===== src/rtl/ex_muldiv_ctrl_if.sv =====
// Handshake and result bundle between EX control (master) and the mul/div sequencer (slave).
interface ex_muldiv_ctrl_if #(
    parameter int unsigned NB_DATA = 16,
    parameter int unsigned NB_OP   = 2
);
    logic               i_start;
    logic [NB_OP-1:0]   i_op;
    logic [NB_DATA-1:0] i_operand_a;
    logic [NB_DATA-1:0] i_operand_b;
    logic               i_flush;
    logic               o_stall;
    logic               o_busy;
    logic               o_done;
    logic               o_div_by_zero;
    logic [NB_DATA-1:0] o_hi;
    logic [NB_DATA-1:0] o_lo;

    modport master (
        output i_start, i_op, i_operand_a, i_operand_b, i_flush,
        input  o_stall, o_busy, o_done, o_div_by_zero, o_hi, o_lo
    );

    modport slave (
        input  i_start, i_op, i_operand_a, i_operand_b, i_flush,
        output o_stall, o_busy, o_done, o_div_by_zero, o_hi, o_lo
    );
endinterface


===== src/rtl/ex_muldiv_ctrl.sv =====
// Multi-cycle MULT/MULTU/DIV/DIVU sequencer for the EX stage.
// Iterative shift-add multiply (LSB first) and restoring divide (MSB first) on
// operand magnitudes, sign fix-up at the end, HI/LO loaded when the FIX step completes.
// Optional macro MULDIV_EARLY_EXIT_EN: multiplies leave ITER as soon as the remaining
// multiplier bits are zero (at least one ITER cycle); divide latency is unchanged.
module ex_muldiv_ctrl #(
    parameter int unsigned NB_DATA = 16,
    parameter int unsigned NB_OP   = 2
) (
    input  logic i_clk,
    input  logic i_rst,
    ex_muldiv_ctrl_if.slave bus
);

    localparam int unsigned NB_PROD = 2 * NB_DATA;
    localparam int unsigned NB_CNT  = (NB_DATA > 1) ? $clog2(NB_DATA) : 1;
    localparam int unsigned MSB     = NB_DATA - 1;
    localparam logic [NB_CNT-1:0] CNT_LAST = NB_CNT'(NB_DATA - 1);

    typedef enum logic [2:0] {
        ST_IDLE,
        ST_PREP,
        ST_ITER,
        ST_FIX,
        ST_DONE
    } state_t;

    state_t state_q;
    state_t state_d;

    // Latched request
    logic [NB_OP-1:0]   op_q;
    logic [NB_DATA-1:0] opa_q;
    logic [NB_DATA-1:0] opb_q;

    // Iteration datapath
    logic [NB_DATA-1:0] mag_b_q;    // divisor magnitude
    logic [NB_DATA-1:0] shf_q;      // mul: remaining multiplier, div: dividend -> quotient
    logic [NB_PROD-1:0] acc_q;      // mul: product accumulator, div: partial remainder (low half)
    logic [NB_PROD-1:0] mcand_q;    // mul: multiplicand shifted to current bit weight
    logic               neg_lo_q;   // negate product / quotient
    logic               neg_hi_q;   // negate remainder
    logic [NB_CNT-1:0]  cnt_q;

    // Registered outputs
    logic               done_q;
    logic               busy_q;
    logic               dbz_q;
    logic [NB_DATA-1:0] hi_q;
    logic [NB_DATA-1:0] lo_q;

    // FSM strobes
    logic ld_op;
    logic ld_res;
    logic ld_dbz;
    logic stall_c;

    logic is_div_c;
    logic is_signed_c;
    logic early_exit_c;

    logic [NB_DATA-1:0] mag_a_c;
    logic [NB_DATA-1:0] mag_b_c;
    logic [NB_PROD-1:0] mul_acc_c;
    logic [NB_DATA-1:0] mul_shf_c;
    logic [NB_DATA:0]   div_trial_c;
    logic [NB_DATA:0]   div_diff_c;
    logic               div_ok_c;
    logic [NB_DATA-1:0] div_rem_c;
    logic [NB_PROD-1:0] prod_c;
    logic [NB_DATA-1:0] quo_c;
    logic [NB_DATA-1:0] rem_c;
    logic [NB_DATA-1:0] res_hi_c;
    logic [NB_DATA-1:0] res_lo_c;

    // Operation decode: bit 1 selects divide, bit 0 selects signed
    assign is_div_c    = op_q[1];
    assign is_signed_c = op_q[0];

    // Operand magnitudes for signed ops (the most negative value maps to itself as unsigned)
    assign mag_a_c = (is_signed_c && opa_q[MSB]) ? (NB_DATA'(0) - opa_q) : opa_q;
    assign mag_b_c = (is_signed_c && opb_q[MSB]) ? (NB_DATA'(0) - opb_q) : opb_q;

    // One shift-add multiply step
    assign mul_acc_c = shf_q[0] ? (acc_q + mcand_q) : acc_q;
    assign mul_shf_c = shf_q >> 1;

    // One restoring divide step: shift in next dividend bit, subtract if it fits
    assign div_trial_c = {acc_q[NB_DATA-1:0], shf_q[MSB]};
    assign div_diff_c  = div_trial_c - {1'b0, mag_b_q};
    assign div_ok_c    = ~div_diff_c[NB_DATA];
    assign div_rem_c   = div_ok_c ? div_diff_c[NB_DATA-1:0] : div_trial_c[NB_DATA-1:0];

`ifdef MULDIV_EARLY_EXIT_EN
    // Multiply finishes once no set multiplier bits remain
    assign early_exit_c = ~is_div_c && (mul_shf_c == '0);
`else
    assign early_exit_c = 1'b0;
`endif

    // Sign fix-up of the magnitude results
    assign prod_c   = neg_lo_q ? (NB_PROD'(0) - acc_q) : acc_q;
    assign quo_c    = neg_lo_q ? (NB_DATA'(0) - shf_q) : shf_q;
    assign rem_c    = neg_hi_q ? (NB_DATA'(0) - acc_q[NB_DATA-1:0]) : acc_q[NB_DATA-1:0];
    assign res_hi_c = is_div_c ? rem_c : prod_c[NB_PROD-1:NB_DATA];
    assign res_lo_c = is_div_c ? quo_c : prod_c[NB_DATA-1:0];

    // State register
    always_ff @(posedge i_clk or negedge i_rst) begin
        if (!i_rst) begin
            state_q <= ST_IDLE;
        end else begin
            state_q <= state_d;
        end
    end

    // Next-state and control strobes; flush always wins over start and progress
    always_comb begin
        state_d = state_q;
        ld_op   = 1'b0;
        ld_res  = 1'b0;
        ld_dbz  = 1'b0;
        stall_c = 1'b0;
        case (state_q)
            ST_IDLE: begin
                stall_c = bus.i_start;
                if (bus.i_start && !bus.i_flush) begin
                    ld_op   = 1'b1;
                    state_d = ST_PREP;
                end
            end
            ST_PREP: begin
                stall_c = 1'b1;
                if (bus.i_flush) begin
                    state_d = ST_IDLE;
                end else if (is_div_c && (opb_q == '0)) begin
                    ld_dbz  = 1'b1;
                    state_d = ST_DONE;
                end else begin
                    state_d = ST_ITER;
                end
            end
            ST_ITER: begin
                stall_c = 1'b1;
                if (bus.i_flush) begin
                    state_d = ST_IDLE;
                end else if ((cnt_q == CNT_LAST) || early_exit_c) begin
                    state_d = ST_FIX;
                end
            end
            ST_FIX: begin
                stall_c = 1'b1;
                if (bus.i_flush) begin
                    state_d = ST_IDLE;
                end else begin
                    ld_res  = 1'b1;
                    state_d = ST_DONE;
                end
            end
            ST_DONE: begin
                state_d = ST_IDLE;
            end
            default: begin
                state_d = ST_IDLE;
            end
        endcase
    end

    // Request latch, operand preparation and per-cycle iteration
    always_ff @(posedge i_clk or negedge i_rst) begin
        if (!i_rst) begin
            op_q     <= '0;
            opa_q    <= '0;
            opb_q    <= '0;
            mag_b_q  <= '0;
            shf_q    <= '0;
            acc_q    <= '0;
            mcand_q  <= '0;
            neg_lo_q <= 1'b0;
            neg_hi_q <= 1'b0;
            cnt_q    <= '0;
        end else begin
            if (ld_op) begin
                op_q  <= bus.i_op;
                opa_q <= bus.i_operand_a;
                opb_q <= bus.i_operand_b;
            end
            case (state_q)
                ST_PREP: begin
                    cnt_q    <= '0;
                    neg_lo_q <= is_signed_c & (opa_q[MSB] ^ opb_q[MSB]);
                    neg_hi_q <= is_signed_c & opa_q[MSB];
                    mag_b_q  <= mag_b_c;
                    shf_q    <= is_div_c ? mag_a_c : mag_b_c;
                    acc_q    <= '0;
                    mcand_q  <= NB_PROD'(mag_a_c);
                end
                ST_ITER: begin
                    cnt_q <= cnt_q + NB_CNT'(1);
                    if (is_div_c) begin
                        acc_q <= NB_PROD'(div_rem_c);
                        shf_q <= {shf_q[NB_DATA-2:0], div_ok_c};
                    end else begin
                        acc_q   <= mul_acc_c;
                        mcand_q <= mcand_q << 1;
                        shf_q   <= mul_shf_c;
                    end
                end
                default: ;
            endcase
        end
    end

    // Result and status outputs
    always_ff @(posedge i_clk or negedge i_rst) begin
        if (!i_rst) begin
            done_q <= 1'b0;
            busy_q <= 1'b0;
            dbz_q  <= 1'b0;
            hi_q   <= '0;
            lo_q   <= '0;
        end else begin
            done_q <= ld_res | ld_dbz;
            busy_q <= (state_d != ST_IDLE);
            if (ld_op) begin
                dbz_q <= 1'b0;
            end else if (ld_dbz) begin
                dbz_q <= 1'b1;
            end
            if (ld_res) begin
                hi_q <= res_hi_c;
                lo_q <= res_lo_c;
            end else if (ld_dbz) begin
                hi_q <= opa_q;
                lo_q <= '1;
            end
        end
    end

    // Stall is combinational so the requesting instruction freezes in its own cycle
    assign bus.o_stall       = i_rst & stall_c;
    assign bus.o_busy        = busy_q;
    assign bus.o_done        = done_q;
    assign bus.o_div_by_zero = dbz_q;
    assign bus.o_hi          = hi_q;
    assign bus.o_lo          = lo_q;

endmodule


===== src/flat_wrapper.sv =====
// flat-port wrapper written by rule: the top's interface ports become plain ports
module ex_muldiv_ctrl_flat 
#(
    parameter int unsigned NB_DATA = 16,
    parameter int unsigned NB_OP   = 2
)
  (i_clk, i_rst, bus_i_start, bus_i_op, bus_i_operand_a, bus_i_operand_b, bus_i_flush, bus_o_stall, bus_o_busy, bus_o_done, bus_o_div_by_zero, bus_o_hi, bus_o_lo);
  ex_muldiv_ctrl_if #(.NB_DATA(NB_DATA), .NB_OP(NB_OP)) bus_i ();
  input  logic i_clk;
  input  logic i_rst;
  input wire logic [$bits(bus_i.i_start)-1:0] bus_i_start;
  input wire logic [$bits(bus_i.i_op)-1:0] bus_i_op;
  input wire logic [$bits(bus_i.i_operand_a)-1:0] bus_i_operand_a;
  input wire logic [$bits(bus_i.i_operand_b)-1:0] bus_i_operand_b;
  input wire logic [$bits(bus_i.i_flush)-1:0] bus_i_flush;
  output wire logic [$bits(bus_i.o_stall)-1:0] bus_o_stall;
  output wire logic [$bits(bus_i.o_busy)-1:0] bus_o_busy;
  output wire logic [$bits(bus_i.o_done)-1:0] bus_o_done;
  output wire logic [$bits(bus_i.o_div_by_zero)-1:0] bus_o_div_by_zero;
  output wire logic [$bits(bus_i.o_hi)-1:0] bus_o_hi;
  output wire logic [$bits(bus_i.o_lo)-1:0] bus_o_lo;
  assign bus_i.i_start = bus_i_start;
  assign bus_i.i_op = bus_i_op;
  assign bus_i.i_operand_a = bus_i_operand_a;
  assign bus_i.i_operand_b = bus_i_operand_b;
  assign bus_i.i_flush = bus_i_flush;
  assign bus_o_stall = bus_i.o_stall;
  assign bus_o_busy = bus_i.o_busy;
  assign bus_o_done = bus_i.o_done;
  assign bus_o_div_by_zero = bus_i.o_div_by_zero;
  assign bus_o_hi = bus_i.o_hi;
  assign bus_o_lo = bus_i.o_lo;
  ex_muldiv_ctrl #(.NB_DATA(NB_DATA), .NB_OP(NB_OP)) u_core (.i_clk(i_clk), .i_rst(i_rst), .bus(bus_i));
endmodule

===== config.mk =====
export PLATFORM = sky130hd
export DESIGN_NAME = ex_muldiv_ctrl_flat
export DESIGN_NICKNAME = d
export VERILOG_FILES = /design/src/rtl/ex_muldiv_ctrl_if.sv /design/src/rtl/ex_muldiv_ctrl.sv /design/src/flat_wrapper.sv
export SDC_FILE = /design/constraint.sdc
export NUM_CORES = 1
export LEC_CHECK = 0
export ABC_AREA = 1
export BUFFER_PORTS_ARGS = -buffer_cell sky130_fd_sc_hd__buf_2
export CORE_UTILIZATION = 45
export CTS_CLUSTER_DIAMETER = 60
export CTS_CLUSTER_SIZE = 40
export DETAILED_ROUTE_END_ITERATION = 8
export GPL_TIMING_DRIVEN = 0
export PLACE_DENSITY = 0.63
export SETUP_SLACK_MARGIN = 0.5
export SLEW_MARGIN = 20
export SYNTH_ARGS = -nofsm -noshare
export SYNTH_HDL_FRONTEND = slang
export SYNTH_SLANG_ARGS = --single-unit

===== constraint.sdc =====
create_clock -name i_clk -period 4.4 [get_ports i_clk]
set_input_delay 0.88 -clock i_clk [delete_from_list [all_inputs] [get_ports i_clk]]
set_output_delay 0.88 -clock i_clk [all_outputs]
set_load 0.1 [all_outputs]

==> results.cfg <==
[floorplanning]
fp-row-count = 63
die_w_um = 177
area_inside_the_core_boundary_sq_um = 29800
floorplan.die_area_sq_um = 31200
floorplan.die.height_um = 177
io-pin-count = 74
initial_core_util_pct = 46.1

[placed_design]
place_hpwl_um = 39700
buffer_ports.inserted = 73
place_congestion = 1.01
placedCellCount = 2621

[global_routing]
grt_max_degree = 92
gr-usage-all-layers_pct = 31.9
grt-ovfl-total = 0
grt_first_pass_wirelength_um = 75200
via_count_of_the_first_global_routing_pass = 13272
grt_antenna_before_repair = 0

[cts]
post-cts-setup-buffers = 0
cts_tree = done
htree_num_levels = 4
numClockSinks = 174
clk_pin_slew_ns = 0.06
cts-resized-gates = 0
total_cts_buffers = 17
cts.path.max_buffers = 2
cts_root_buf = sky130_fd_sc_hd__clkbuf_16
post_cts_hold_buffer_count = 0
clock_latency_ns = 0.47

[critical_path]
critical_path_class = in -> out
worst_r2r_path_depth = 15
startpoint_type = input port
critical-path-top-cell-by-count = sky130_fd_sc_hd__buf_16
critPathRequiredTime_ns = 3.52
crit_path_max_fanout = 91
timing.critical_path.arrival_ns = 2.53
timing.critical_path.to_type = primary output
critical_path.max_stage_delay_ns = 0.42
slowest_stage = sky130_fd_sc_hd__buf_2
critical_path_cell_list = buf_8, buf_16, buf_16, o311a_1, buf_2

[run_status]
run_status = finished, final reports clean

[power]
pwr_density_cell_nw_per_um2 = 661
p_comb_share_pct = 59.4
p_switching_mw = 5.54
internal_power_mw = 4.51
p_seq_share_pct = 25.5
vdd_ir_drop_max_mv = 0.389
power_frac_clock_pct = 15.1
static-leakage-power_nw = 7.91
net_sw_share_pct = 55.1

[logic_synthesis]
yosys_warnings = 0
seq_area_frac_synth_pct = 31.7
synth-edff-count = 0
synthTopCellsByCount = sky130_fd_sc_hd__nand2_1 (694), sky130_fd_sc_hd__inv_1 (291), sky130_fd_sc_hd__nand3_1 (222)
area_fraction_of_the_dominant_cell_type_after_synthesis_pct = 31.7
synth_async_sr_flop_share_pct = 100
syn-num-nets = 2248
ys_top_cells_by_area = sky130_fd_sc_hd__dfrtp_1 (32%), sky130_fd_sc_hd__nand2_1 (19%), sky130_fd_sc_hd__nand3_1 (8.1%)
synth_area_leader_cell = sky130_fd_sc_hd__dfrtp_1
post_synth_inst_count = 2156
netlist_area_sq_um = 13700
synth_flop_cell = sky130_fd_sc_hd__dfrtp_1
average_footprint_of_a_synthesized_cell_sq_um = 6.37
synth_seq_cells = 174
synth_cell_type_count = 52
count_leader_synth = sky130_fd_sc_hd__nand2_1

[timing]
timing.clock.skew_ns = 0.0128
tightestPinTransition_ns = 0.817
max_freq_mhz = 293
fin_crit_ns = 3.41
finalSetupViolations = 0
timing.final.crit_share_pct = 77.5
rsz0062_at_grt = false
hold_slack_ns = 0.219
timing.final.hold_violations = 0
maxSlewHeadroom_pct = 45.5
drv_slew = 0
fin_tns_setup_ns = 0

[drt]
drt-total-wl_um = 49000
drcViolationCount = 0
drt_pass1_iterations = 6
routed_via_count = 14499
detailedRoute.firstIterationViolations = 1405
postRouteAntennaNets = 0
route.detailed.wl_per_inst_um = 18.5
routed_via_density = 5.47

[finish]
antenna_cells_inserted = 0
area_growth_syn_to_layout_pct = 10.8
fin_nets = 2342
layout-drive-gt1-share_pct = 8.13
finish.cell_count_without_fillers = 2653

[run]
max_cap_viol_count = 0

[worst_hold_path]
holdCritPathClass = in -> async
-- power groups by stage --
| stage | Clock, mW | Sequential (mW) | Combinational (mW) |
|---|---|---|---|
| after floorplan | 0 | 3.15 | 3.71 |
| final | 1.52 | 2.56 | 5.97 |
| after global routing | 1.61 | 2.59 | 6.61 |
| after CTS | 1.53 | 2.54 | 5.89 |
| after detailed placement | 0 | 2.57 | 5.86 |
| after global placement | 0 | 2.56 | 5.80 |
-- worst paths after layout --
path,start,end,slack (ns)
max in group asynchronous,i_rst,u_core.state_q[1],3.13
min reg2reg,u_core.bus.o_hi[12],u_core.bus.o_hi[12],0.48
max,i_rst,bus_o_stall,0.99
min,i_rst,u_core.acc_q[30],0.22
min in group i_clk,u_core.bus.o_hi[12],u_core.bus.o_hi[12],0.48
max reg2reg,u_core.acc_q[0],u_core.acc_q[14],1.75
-- layer usage --
metal / up-vias / part of all wire [%] / track usage, %
li1: 7126 / - / -
met1: 6795 / 45 / 44.2
met2: 505 / 46 / 50.3
met3: 73 / 6.9 / 6.04
met4: 0 / 2.4 / 9.55
met5: - / 0 / 0
-- worst max-delay path: cells and delay by family --
family,cells,cell delay [ns]
buf+inv,4,1.26
compound gates,1,0.24
-- sequential cells by signal, indices dropped and copies added, names as in the netlist, 2 cells and up --
signal	count
u_core.mag_b_q	16
u_core.acc_q	32
u_core.bus.o_hi	16
u_core.opb_q	16
u_core.op_q	2
u_core.shf_q	16
u_core.cnt_q	4
u_core.mcand_q	32
u_core.opa_q	16
u_core.state_q	3
u_core.bus.o_lo	16
-- final cells by class --
class	instances	area, sq um
well taps	390	488
multi-input cells	1606	7870
clock inverters	13	126
repair buffers	75	430
flip-flops and latches	174	4350
inverters	301	1130
clock buffers	19	433
fillers	3175	14600
plain buffers	75	370
-- per-stage QoR --
step	setup slack (ns)	total power, mW	cell area (sq um)	utilization, %
6_report	0.991	10.0	15200	51.0
5_1_grt	0.820	10.8	15200	51.0
3_5_place_dp	0.954	8.42	14700	49.2
2_1_floorplan	1.85	6.86	13700	-
3_3_place_gp	-1.44	8.36	14600	49.0
4_1_cts	0.939	9.96	15200	51.0
-- logic make-up after synthesis --
family,count (synthesis),share of synthesized area [%]
buffers and inverters,376,11.0
AO/OA/AOI/OAI,352,14.0
AND/OR/NAND/NOR,1170,36.4
XOR/XNOR,30,1.91
flip-flops,174,31.7
adder cells (fa/ha/maj),54,5.03
-- cells in the final DEF (no fill, tap or decap), types with 5 or more instances in the layout --
| master | Yosys | layout |
|---|---|---|
| sky130_fd_sc_hd__buf_2 | 27 | 99 |
| sky130_fd_sc_hd__dfrtp_1 | 174 | 174 |
| sky130_fd_sc_hd__clkbuf_16 | 0 | 17 |
| sky130_fd_sc_hd__nand2_1 | 694 | 694 |
| sky130_fd_sc_hd__o211ai_1 | 23 | 23 |
| sky130_fd_sc_hd__nand3_1 | 222 | 222 |
| sky130_fd_sc_hd__nor3_1 | 19 | 19 |
| sky130_fd_sc_hd__and2_1 | 5 | 5 |
| sky130_fd_sc_hd__nor2_1 | 166 | 166 |
| sky130_fd_sc_hd__xor2_1 | 22 | 22 |
| sky130_fd_sc_hd__inv_6 | 1 | 7 |
| sky130_fd_sc_hd__a21oi_1 | 100 | 100 |
| sky130_fd_sc_hd__nand4_1 | 20 | 20 |
| sky130_fd_sc_hd__o22ai_1 | 7 | 7 |
| sky130_fd_sc_hd__inv_2 | 6 | 6 |
| sky130_fd_sc_hd__o31ai_1 | 9 | 9 |
| sky130_fd_sc_hd__nand3b_1 | 6 | 6 |
| sky130_fd_sc_hd__ha_1 | 52 | 52 |
| sky130_fd_sc_hd__o21ai_1 | 14 | 14 |
| sky130_fd_sc_hd__buf_1 | 6 | 6 |
| sky130_fd_sc_hd__o21ai_0 | 174 | 174 |
| sky130_fd_sc_hd__nand2_2 | 11 | 11 |
| sky130_fd_sc_hd__nor4_1 | 5 | 5 |
| sky130_fd_sc_hd__xnor2_1 | 8 | 8 |
| sky130_fd_sc_hd__inv_1 | 291 | 291 |
| sky130_fd_sc_hd__nor2_4 | 6 | 6 |
| sky130_fd_sc_hd__clkbuf_1 | 34 | 36 |
No activity file was read; power rests on OpenSTA's default activity.
